File: config.mk
export PLATFORM = sky130hd
export DESIGN_NAME = wb_dcache_victim_ctrl
export DESIGN_NICKNAME = d
export VERILOG_FILES = /design/src/rtl/wb_dcache_victim_ctrl_pkg.sv /design/src/rtl/wb_dcache_victim_ctrl_dcache_mem_watchdog.sv /design/src/rtl/wb_dcache_victim_ctrl.sv
export SDC_FILE = /design/constraint.sdc
export NUM_CORES = 1
export LEC_CHECK = 0
export CAP_MARGIN = 0
export CORE_ASPECT_RATIO = 0.7
export CORE_MARGIN = 2
export CORE_UTILIZATION = 41
export DETAILED_ROUTE_END_ITERATION = 10
export HOLD_SLACK_MARGIN = 0.06
export PLACE_DENSITY = 0.69
export SLEW_MARGIN = 25
export SYNTH_ARGS = -nofsm -noshare
export SYNTH_HDL_FRONTEND = slang
export SYNTH_SLANG_ARGS = --single-unit
File: constraint.sdc
create_clock -name clk -period 2.3 [get_ports clk]
set_clock_uncertainty 0.1 [all_clocks]
set_input_delay 0.345 -clock clk [delete_from_list [all_inputs] [get_ports clk]]
set_output_delay 0.345 -clock clk [all_outputs]
set_load 0.02 [all_outputs]
File: src/rtl/wb_dcache_victim_ctrl_pkg.sv
// Shared definitions for the write-back dcache / victim-cache controller:
// default geometry constants and the controller state encoding.
package wb_dcache_victim_ctrl_pkg;

    localparam int DEF_IDX_BITS    = 11;
    localparam int DEF_VC_ENTRIES  = 4;
    localparam int DEF_MEM_TIMEOUT = 255;

    typedef enum logic [3:0] {
        IDLE,
        PROCESS,
        SWAP,
        VC_WB,
        DC_WB,
        ALLOCATE,
        FLUSH,
        FLUSH_NEXT,
        VFLUSH,
        VFLUSH_NEXT,
        FLUSH_DONE
    } type_dcache_vc_states_e;

endpackage

File: src/rtl/wb_dcache_victim_ctrl_dcache_mem_watchdog.sv
// Memory-ack watchdog: counts consecutive waiting cycles and flags a timeout on
// the MEM_TIMEOUT-th such cycle; the counter clears whenever clr is asserted.
module dcache_mem_watchdog
    import wb_dcache_victim_ctrl_pkg::*;
#(
    parameter int MEM_TIMEOUT = DEF_MEM_TIMEOUT
) (
    input  logic clk,
    input  logic rst,
    input  logic clr,
    input  logic en,
    output logic timeout
);

    localparam int CNT_W = $clog2(MEM_TIMEOUT + 1);
    localparam logic [CNT_W-1:0] LIMIT = CNT_W'(MEM_TIMEOUT - 1);
    localparam logic [CNT_W-1:0] ONE   = CNT_W'(1);

    logic [CNT_W-1:0] cnt_reg;
    logic [CNT_W-1:0] cnt_next;

    always_comb begin
        cnt_next = cnt_reg;
        if (clr) begin
            cnt_next = '0;
        end else if (en && cnt_reg != LIMIT) begin
            cnt_next = cnt_reg + ONE;
        end
    end

    always_ff @(posedge clk) begin
        if (rst) begin
            cnt_reg <= '0;
        end else begin
            cnt_reg <= cnt_next;
        end
    end

    // Combinational on the registered count only, so the FSM can use it
    // without forming a loop through the clear term.
    assign timeout = en && (cnt_reg == LIMIT);

endmodule

File: src/rtl/wb_dcache_victim_ctrl.sv
// Write-back dcache controller with victim-cache swap/insert/write-back, flush
// sweep and memory watchdog. Optional perf counters under WB_DCACHE_PERF_EN.
module wb_dcache_victim_ctrl
    import wb_dcache_victim_ctrl_pkg::*;
#(
    parameter  int IDX_BITS    = DEF_IDX_BITS,
    parameter  int VC_ENTRIES  = DEF_VC_ENTRIES,
    parameter  int MEM_TIMEOUT = DEF_MEM_TIMEOUT,
    localparam int VC_IDX_BITS = $clog2(VC_ENTRIES)
) (
    input  logic                   clk,
    input  logic                   rst,
    input  logic                   lsu_req_i,
    input  logic                   lsu_wr_i,
    input  logic                   lsu_kill_i,
    input  logic                   dmem_sel_i,
    input  logic                   flush_i,
    output logic                   lsu_ack_o,
    output logic                   lsu_err_o,
    output logic                   lsu_vc_sel_o,
    input  logic                   cache_hit_i,
    input  logic                   cache_valid_i,
    input  logic                   cache_dirty_i,
    output logic                   cache_wr_o,
    output logic                   cache_line_wr_o,
    output logic                   cache_line_clean_o,
    output logic                   cache_wrb_req_o,
    output logic [IDX_BITS-1:0]    evict_index_o,
    input  logic                   vc_hit_i,
    input  logic                   vc_dirty_i,
    output logic                   vc_swap_o,
    output logic                   vc_insert_o,
    output logic                   vc_wrb_req_o,
    output logic                   vc_clean_o,
    output logic [VC_IDX_BITS-1:0] vc_index_o,
    input  logic                   mem_ack_i,
    output logic                   mem_req_o,
    output logic                   mem_wr_o,
    output logic                   mem_kill_o
`ifdef WB_DCACHE_PERF_EN
    ,
    output logic [31:0]            hit_cnt_o,
    output logic [31:0]            miss_cnt_o,
    output logic [31:0]            vc_hit_cnt_o,
    output logic [31:0]            wb_cnt_o
`endif
);

    localparam logic [IDX_BITS-1:0]    EVICT_ONE = IDX_BITS'(1);
    localparam logic [VC_IDX_BITS-1:0] VC_ONE    = VC_IDX_BITS'(1);
    localparam logic [VC_IDX_BITS-1:0] VC_LAST   = VC_IDX_BITS'(VC_ENTRIES - 1);

    type_dcache_vc_states_e state_reg, state_next;
    logic [IDX_BITS-1:0]    evict_index_reg, evict_index_next;
    logic [VC_IDX_BITS-1:0] vc_index_reg, vc_index_next;
    logic                   req_ff, wr_ff, sel_ff;

    logic hit, kill_req, mem_wait, wd_timeout, wd_clr, abort;
    logic evict_last, vc_last;

    assign hit        = req_ff && sel_ff && cache_hit_i;
    assign evict_last = (evict_index_reg == '1);
    assign vc_last    = (vc_index_reg == VC_LAST);

    // Only LSU transactions can be killed; the flush sweep runs to completion.
    assign kill_req = (state_reg inside {PROCESS, SWAP, VC_WB, ALLOCATE})
                      && (!dmem_sel_i || lsu_kill_i);

    // States that hold mem_req_o waiting for an acknowledge.
    assign mem_wait = (state_reg inside {VC_WB, ALLOCATE, DC_WB})
                      || (state_reg == VFLUSH && vc_dirty_i);

    assign abort  = mem_wait && wd_timeout && !mem_ack_i && !kill_req;
    assign wd_clr = (state_next != state_reg) || mem_ack_i;

    dcache_mem_watchdog #(
        .MEM_TIMEOUT (MEM_TIMEOUT)
    ) u_watchdog (
        .clk     (clk),
        .rst     (rst),
        .clr     (wd_clr),
        .en      (mem_wait),
        .timeout (wd_timeout)
    );

    always_ff @(posedge clk) begin
        if (rst) begin
            state_reg       <= IDLE;
            evict_index_reg <= '0;
            vc_index_reg    <= '0;
            req_ff          <= 1'b0;
            wr_ff           <= 1'b0;
            sel_ff          <= 1'b0;
        end else begin
            state_reg       <= state_next;
            evict_index_reg <= evict_index_next;
            vc_index_reg    <= vc_index_next;
            req_ff          <= lsu_req_i;
            wr_ff           <= lsu_wr_i;
            sel_ff          <= dmem_sel_i;
        end
    end

    always_comb begin
        state_next       = state_reg;
        evict_index_next = evict_index_reg;
        vc_index_next    = vc_index_reg;
        if (kill_req) begin
            state_next       = IDLE;
            evict_index_next = '0;
            vc_index_next    = '0;
        end else if (abort) begin
            state_next = IDLE;
        end else begin
            unique case (state_reg)
                IDLE: begin
                    evict_index_next = '0;
                    vc_index_next    = '0;
                    if (flush_i) begin
                        state_next = FLUSH;
                    end else if (lsu_req_i) begin
                        state_next = PROCESS;
                    end
                end
                PROCESS: begin
                    if (hit) begin
                        state_next = IDLE;
                    end else if (vc_hit_i) begin
                        state_next = SWAP;
                    end else if (cache_valid_i && vc_dirty_i) begin
                        state_next = VC_WB;
                    end else begin
                        state_next = ALLOCATE;
                    end
                end
                SWAP:     state_next = IDLE;
                VC_WB:    if (mem_ack_i) state_next = ALLOCATE;
                ALLOCATE: if (mem_ack_i) state_next = PROCESS;
                FLUSH, DC_WB: begin
                    if ((state_reg == FLUSH && !cache_dirty_i) || (state_reg == DC_WB && mem_ack_i)) begin
                        if (evict_last) begin
                            state_next    = VFLUSH;
                            vc_index_next = '0;
                        end else begin
                            state_next       = FLUSH_NEXT;
                            evict_index_next = evict_index_reg + EVICT_ONE;
                        end
                    end else if (state_reg == FLUSH) begin
                        state_next = DC_WB;
                    end
                end
                FLUSH_NEXT: state_next = FLUSH;
                VFLUSH: begin
                    if (!vc_dirty_i || mem_ack_i) begin
                        if (vc_last) begin
                            state_next = FLUSH_DONE;
                        end else begin
                            state_next    = VFLUSH_NEXT;
                            vc_index_next = vc_index_reg + VC_ONE;
                        end
                    end
                end
                VFLUSH_NEXT: state_next = VFLUSH;
                FLUSH_DONE:  state_next = IDLE;
                default:     state_next = IDLE;
            endcase
        end
    end

    always_comb begin
        lsu_ack_o          = 1'b0;
        lsu_err_o          = 1'b0;
        lsu_vc_sel_o       = 1'b0;
        cache_wr_o         = 1'b0;
        cache_line_wr_o    = 1'b0;
        cache_line_clean_o = 1'b0;
        cache_wrb_req_o    = 1'b0;
        vc_swap_o          = 1'b0;
        vc_insert_o        = 1'b0;
        vc_wrb_req_o       = 1'b0;
        vc_clean_o         = 1'b0;
        mem_req_o          = 1'b0;
        mem_wr_o           = 1'b0;
        mem_kill_o         = 1'b0;
        if (kill_req) begin
            mem_kill_o = 1'b1;
        end else if (abort) begin
            mem_kill_o = 1'b1;
            lsu_ack_o  = 1'b1;
            lsu_err_o  = 1'b1;
        end else begin
            unique case (state_reg)
                PROCESS: begin
                    if (hit) begin
                        lsu_ack_o  = 1'b1;
                        cache_wr_o = wr_ff;
                    end else if (vc_hit_i) begin
                        vc_swap_o    = 1'b1;
                        lsu_vc_sel_o = !wr_ff;
                    end else begin
                        vc_insert_o = cache_valid_i;
                        mem_req_o   = 1'b1;
                        if (cache_valid_i && vc_dirty_i) begin
                            mem_wr_o     = 1'b1;
                            vc_wrb_req_o = 1'b1;
                        end
                    end
                end
                SWAP: begin
                    cache_line_wr_o = 1'b1;
                    cache_wr_o      = wr_ff;
                    lsu_ack_o       = 1'b1;
                end
                VC_WB: begin
                    mem_req_o    = 1'b1;
                    mem_wr_o     = 1'b1;
                    vc_wrb_req_o = 1'b1;
                end
                ALLOCATE: begin
                    mem_req_o       = 1'b1;
                    cache_line_wr_o = mem_ack_i;
                end
                FLUSH: begin
                    mem_req_o       = cache_dirty_i;
                    mem_wr_o        = cache_dirty_i;
                    cache_wrb_req_o = cache_dirty_i;
                end
                DC_WB: begin
                    mem_req_o          = 1'b1;
                    mem_wr_o           = 1'b1;
                    cache_wrb_req_o    = 1'b1;
                    cache_line_clean_o = mem_ack_i;
                end
                VFLUSH: begin
                    mem_req_o    = vc_dirty_i;
                    mem_wr_o     = vc_dirty_i;
                    vc_wrb_req_o = vc_dirty_i;
                    vc_clean_o   = vc_dirty_i && mem_ack_i;
                end
                FLUSH_DONE: lsu_ack_o = 1'b1;
                default: ;
            endcase
        end
    end

    assign evict_index_o = evict_index_reg;
    assign vc_index_o    = vc_index_reg;

`ifdef WB_DCACHE_PERF_EN
    logic [3:0]  perf_evt;
    logic [31:0] perf_cnt [4];

    assign perf_evt[0] = (state_reg == PROCESS) && !kill_req && hit;
    assign perf_evt[1] = (state_reg == PROCESS) && !kill_req && !hit && !vc_hit_i;
    assign perf_evt[2] = (state_reg == PROCESS) && !kill_req && !hit && vc_hit_i;
    assign perf_evt[3] = mem_wait && mem_ack_i && !kill_req && (state_reg != ALLOCATE);

    generate
        for (genvar gi = 0; gi < 4; gi++) begin : g_perf
            logic [31:0] cnt_reg;
            always_ff @(posedge clk) begin
                if (rst) begin
                    cnt_reg <= '0;
                end else if (perf_evt[gi] && cnt_reg != '1) begin
                    cnt_reg <= cnt_reg + 32'd1;
                end
            end
            assign perf_cnt[gi] = cnt_reg;
        end
    endgenerate

    assign hit_cnt_o    = perf_cnt[0];
    assign miss_cnt_o   = perf_cnt[1];
    assign vc_hit_cnt_o = perf_cnt[2];
    assign wb_cnt_o     = perf_cnt[3];
`endif

endmodule

Word level (Yosys, flattened, before mapping)
Cells that the tools add are included.
- bits in registers: 28
- output and inout bits: 27
- multiplexer cells: 75
- add/subtract/negate cells: 3
- equality and inequality tests: 20
- bitwise logic cells: 1
- reduce and logical (&&, ||, !) cells: 37
- operators with widths (operator ; count):
    2-to-1 mux 1 bit ; 45
    2-to-1 mux 4 bit ; 10
    case mux 4 bit (8 select lines) ; 1
    2-to-1 mux 11 bit ; 2
    case mux 11 bit (2 select lines) ; 1
    equality test 4 x 3 -> 1 bit, second input constant ; 4
    logical AND 1 bit ; 13
    equality test 4 bit, second input constant ; 3
    adder 11 x 1 -> 11 bit, second input constant ; 1
    equality test 11 bit, second input constant ; 1
    2-to-1 mux 2 bit ; 5
    OR reduction 2 bit ; 5
    2-to-1 mux 3 bit ; 3
    adder 8 x 1 -> 8 bit, second input constant ; 1
    equality test 4 x 2 -> 1 bit, second input constant ; 2
    equality test 8 bit, second input constant ; 1
    inequality test 2 bit, second input constant ; 4
    inequality test 8 bit, second input constant ; 1
    case mux 1 bit (2 select lines) ; 4
    case mux 1 bit (4 select lines) ; 2
    logical NOT 1 bit ; 6
    case mux 2 bit (3 select lines) ; 1
    AND reduction 6 bit ; 1
    nonzero test 3 bit ; 2
    13 further kinds ; 17

Depth between registers and ports, before layout
- word-level depth: 12
- mapped depth: 10
- depth with buffers taken out: 8

By module
From an unflattened synthesis, not the netlist that was laid out.
- cells, all modules: 229
- area total of the unflattened synthesis: 1820.5 µm²
- by module, submodules not included (module ; times used ; cells an instance ; area each (µm²)):
    wb_dcache_victim_ctrl ; 1 ; 177 ; 1373.8
    dcache_mem_watchdog ; 1 ; 52 ; 446.7

Least setup slack after synthesis
Ideal clock, no wire load.
- kind: register -> output
- from: register state_reg[0]
- to: output port cache_wr_o
- path buffers: 3
- path slack: -232 ps
- arrival: 2087 ps
- cell stages (with the launch flop): 9
- path through: dfxtp_1 buf_2 and4bb_2 a211oi_2 or3_1 buf_6 nand2b_1 clkbuf_1 nor3_1
- word-level cells in the longest chain between the ends: 9
- elaborated cells on any way between the ends: 19
- classes of those cells: eq/ne: 6; mux: 3; reduce/logical: 10
- ends and longest elaborated chain (item ; RTL line ; RTL):
    start: declaration ; wb_dcache_victim_ctrl.sv:53 ; type_dcache_vc_states_e state_reg, state_next;
    start signal: assignment ; wb_dcache_victim_ctrl.sv:95 ; state_reg <= state_next;
    equality test 4 x 2 -> 1 bit (tied with other cells) ; wb_dcache_victim_ctrl.sv:66, wb_dcache_victim_ctrl.sv:70 ;
    nonzero test 3 bit or logical AND 1 bit (tied branches) ; wb_dcache_victim_ctrl.sv:70, wb_dcache_victim_ctrl.sv:71 ;
    logical OR 1 bit ; wb_dcache_victim_ctrl.sv:71 ; || (state_reg == VFLUSH && vc_dirty_i);
    logical AND 1 bit ; wb_dcache_victim_ctrl_dcache_mem_watchdog.sv:41 ; assign timeout = en && (cnt_reg == LIMIT);
    logical AND 1 bit (3 in a row) ; wb_dcache_victim_ctrl.sv:73 ; assign abort = mem_wait && wd_timeout && !mem_ack_i && !kill_req;
    2-to-1 mux 1 bit ; wb_dcache_victim_ctrl.sv:187 ; end else if (abort) begin
    2-to-1 mux 1 bit * ; wb_dcache_victim_ctrl.sv:185 ; if (kill_req) begin
    end: declaration ; wb_dcache_victim_ctrl.sv:24 ; output logic cache_wr_o,
Mark *: on every way between the ends. The rest lies on a longest branch, timed or not.

Worst setup path after layout
- from: input port cache_hit_i
- to: output port mem_wr_o
- word-level cells in the longest chain between the ends: 5
- ends and longest elaborated chain (item ; RTL line ; RTL):
    start: declaration ; wb_dcache_victim_ctrl.sv:21 ; input logic cache_hit_i,
    logical AND 1 bit ; wb_dcache_victim_ctrl.sv:61 ; assign hit = req_ff && sel_ff && cache_hit_i;
    2-to-1 mux 1 bit ; wb_dcache_victim_ctrl.sv:194 ; if (hit) begin
    case mux 1 bit (4 select lines) ; wb_dcache_victim_ctrl.sv:192 ; unique case (state_reg)
    2-to-1 mux 1 bit ; wb_dcache_victim_ctrl.sv:187 ;
    2-to-1 mux 1 bit ; wb_dcache_victim_ctrl.sv:185 ;
    end: declaration ; wb_dcache_victim_ctrl.sv:38 ; output logic mem_wr_o,
No other way between the ends.

==> summary.txt <==
Outcome
  • Status: finished with violations
  • Failing checks: negative setup slack

Finish
  • Most frequent cells in the layout: 72 x buf_4, 32 x nor2_1, 24 x clkdlybuf4s50_1
  • Max reg flops: 11
  • Antenna Cells: 0
  • Register Area: a little under 600 um2
  • Design area: about 3300 um2
  • Multi-input combinational cell area: 1499 um2
  • Layout cells sized above 1: between 40% and 50%
  • Nets: about 360
  • Commonest non-fill, non-tap cell in the layout: buf_4
  • Final Non-Filler Cells: between 300 and 400
  • Number of fill cells: 308
  • Final Util: approximately 74%
  • Area growth, synth to finish: 69.93%

STA
  • Fin crit share: 107.5%
  • Slew at the pin closest to its max-slew limit: ~0.48 ns
  • RSZ-0062 raised after global routing: true
  • Max-slew violations: 0
  • Setup_tns: -1.996 ns
  • Maximum clock frequency: roughly 400 MHz
  • Relative slew margins: about two thirds
  • Final Setup Violations: 21
  • Final hold viol count: 0
  • Worst Slack Setup Final: -0.1715 ns
  • Hold slack: between 0.4 and 0.5 ns
  • Post-route minimum period: 2.472 ns

Floorplanning
  • Die area: 5240 um2
  • Core Area: between 4000 and 5000 um2
  • Starting Density: 43.47%
  • Die height: just over 60 um
  • # rows: 20
  • Die span in x: 85.67 um
  • # IOs: 40

Worst setup path
  • Critical path launch point type: input port
  • Critical Path Sink: mem_wr_o
  • CP max stage delay: around 0.4 ns
  • CP Cell Sequence: clkdlybuf4s50_1 > and3_4 > nor4_4 > nor2b_4 > nand2_2 > nand2b_1 > a21oi_2 > a21oi_2 > buf_4
  • Reg2reg setup slack: -0.14 ns
  • Worst r2r dst: u_watchdog.cnt_reg[4]$_SDFFE_PP0P_
  • WP buf/inv: 2
  • Crit-path leading delay family: simple AND/OR/NAND/NOR gates
  • Slowest cell on the critical path: clkdlybuf4s50_1
  • FF-to-FF Start: state_reg[3]$_SDFF_PP0_
  • Critical path required time: roughly 1.9 ns
  • Critical Path AT: 2.03 ns
  • Critical Path Fanout Max: 2
  • Crit path kind: in -> out
  • Critical Path End Type: primary output
  • R2R cell count: 9
  • Crit path launch: cache_hit_i
  • Cell repeated most along the worst path: a21oi_2
  • Worst path depth: 9

Power
  • Switching Share: between 40% and 50%
  • Logic pwr share: 72.6%
  • Clk pwr share: 11.1%
  • VDD IR-drop max: a little under 1000 uV
  • Int Power: about 2 mW
  • Leakage: roughly 1.3 nW
  • Sequential Power Share: roughly 16%
  • P_sw: 1.601 mW
  • Pwr dens: approximately 1100 nW/um2

Synthesis
  • Cell Area, Synth: around 1900 um2
  • Synth unique cells: between 50 and 60
  • Synthesis-stage register bit count: 28
  • Number of synthesized flops with an enable pin: 0
  • Primary FF master, synth: dfxtp_1
  • Synth Area per Inst: approximately 8 um2
  • Sequential cell area fraction in the yosys report: 29.28%
  • Mapped Cells: ~230
  • Syn. warnings: 0
  • Synth async-reset ratio: 0%
  • Net Count, Synth: between 200 and 300

Routing
  • WL per Instance: ~19 um
  • Vias per cell: roughly 5.8
  • Vias: roughly 2.3k
  • DRC viols: 0
  • Final ANT Viol Nets: 0
  • Starting DRT DRC Count: around 180
  • Routed wire length: around 7.4 mm
  • First-pass iteration count of the detailed router: 4

GRT
  • Number of global-route vias before repair: 2285
  • Initial antenna violation count: 0
  • GRT Total Usage: between 20 and 30%
  • First-pass GRT wire length: about 11 mm
  • Largest net degree at the start of global routing: 17
  • GR Overflow Total: 0

CTS
  • Clock Sinks: 28
  • Clock-pin slew on the worst setup and hold paths: 0.10 ns
  • CTS H-Tree Depth: 1
  • Clk buf depth: 2
  • CTS buffer count: 3
  • Clock root cell: clkbuf_8
  • Skew-Pair Late Insertion Delay: 0.29 ns
  • CTS tree: built

Worst hold path
  • Hold WC Path Type: reg -> reg
  • Hold Path Depth: 2

Flow run
  • Max Cap Viol: 0

Placement
  • DP HPWL: about 4.7 mm
  • Cell Area, Placed: about 2800 um2
  • Placed Cells: ~380
  • RePlAce Congestion: 0.8996
  • # port buffers: 39
worst min-delay path by stage:
stage | start | endpoint | slack (ns)
floorplan | u_watchdog.cnt_reg[4]$_SDFFE_PP0P_ | u_watchdog.cnt_reg[4]$_SDFFE_PP0P_ | 0.37
global placement | u_watchdog.cnt_reg[4]$_SDFFE_PP0P_ | u_watchdog.cnt_reg[4]$_SDFFE_PP0P_ | 0.39
detailed placement | evict_index_o[10]$_SDFFE_PP0P_ | evict_index_o[10]$_SDFFE_PP0P_ | 0.40
CTS | evict_index_o[10]$_SDFFE_PP0P_ | evict_index_o[10]$_SDFFE_PP0P_ | 0.42
global route | u_watchdog.cnt_reg[4]$_SDFFE_PP0P_ | u_watchdog.cnt_reg[4]$_SDFFE_PP0P_ | 0.42
finish | u_watchdog.cnt_reg[4]$_SDFFE_PP0P_ | u_watchdog.cnt_reg[4]$_SDFFE_PP0P_ | 0.41
synthesized netlist by cell type, types with 6 or more instances:
cell	number	area (um2)
nor2_1	36	135.1
dfxtp_1	28	560.5
nand2_1	15	56.30
a21oi_1	10	50.05
nor3_1	10	50.05
nand3_1	9	45.04
xor2_1	8	70.07
and3_1	7	43.79
nand2b_1	7	43.79
nor2b_1	7	43.79
o21ai_0	7	35.03
clkbuf_1	6	22.52
nand4_1	6	37.54
worst min-delay path, cell delays in order (launching register included):
cell     delay, ns
dfxtp_2       0.35
xor2_1        0.06
nor2_1        0.07
kinds of logic after synthesis:
group	Yosys count	share of synthesized area, %
buf+inv	20	5.948
simple gates	122	34.90
xor+xnor	12	5.490
compound gates	44	18.63
flops	28	29.28
fa+ha+maj	4	2.614
mux	4	3.137
repair_timing:
action,in CTS,in global routing
pin swaps,26,17
endpoints found under the setup margin,33,34
gates cloned,0,0
hold buffers,0,0
resized for setup,107,34
buffers inserted,9,6
layer usage:
layer  vias up  global-route usage, %  routed length, um
met3        28                  7.105                621
met2       103                  49.67               3487
met4         0                  12.47                260
met5         -                      0                  0
met1      1105                  33.33               2986
li1       1048                      -                  -
cell type report:
type                            count  area share, %
Clock buffer                        3          1.269
Tap cell                           55          2.115
Clock inverter                      1         0.9231
Sequential cell                    28          17.81
Inverter                            5         0.5769
Timing Repair Buffer              116          31.23
Multi-Input combinational cell    186          46.08
power groups by stage:
stage               logic (mW)  clock network, mW  registers (mW)
finish                    2.65              0.407           0.593
global route              2.79              0.436           0.600
CTS                       2.33              0.407           0.580
detailed placement        2.00                  0           0.585
global placement          1.96                  0           0.586
floorplan                 1.25                  0           0.555
per-stage QoR:
| stage | power, mW | setup slack, ns |
|---|---|---|
| final | 3.653 | -0.1715 |
| after global routing | 3.824 | -0.2703 |
| after CTS | 3.312 | -0.1484 |
| after detailed placement | 2.587 | -0.6454 |
| after global placement | 2.546 | -0.5930 |
| after floorplan | 1.805 | -0.04534 |
No activity file was read; power rests on OpenSTA's default activity.
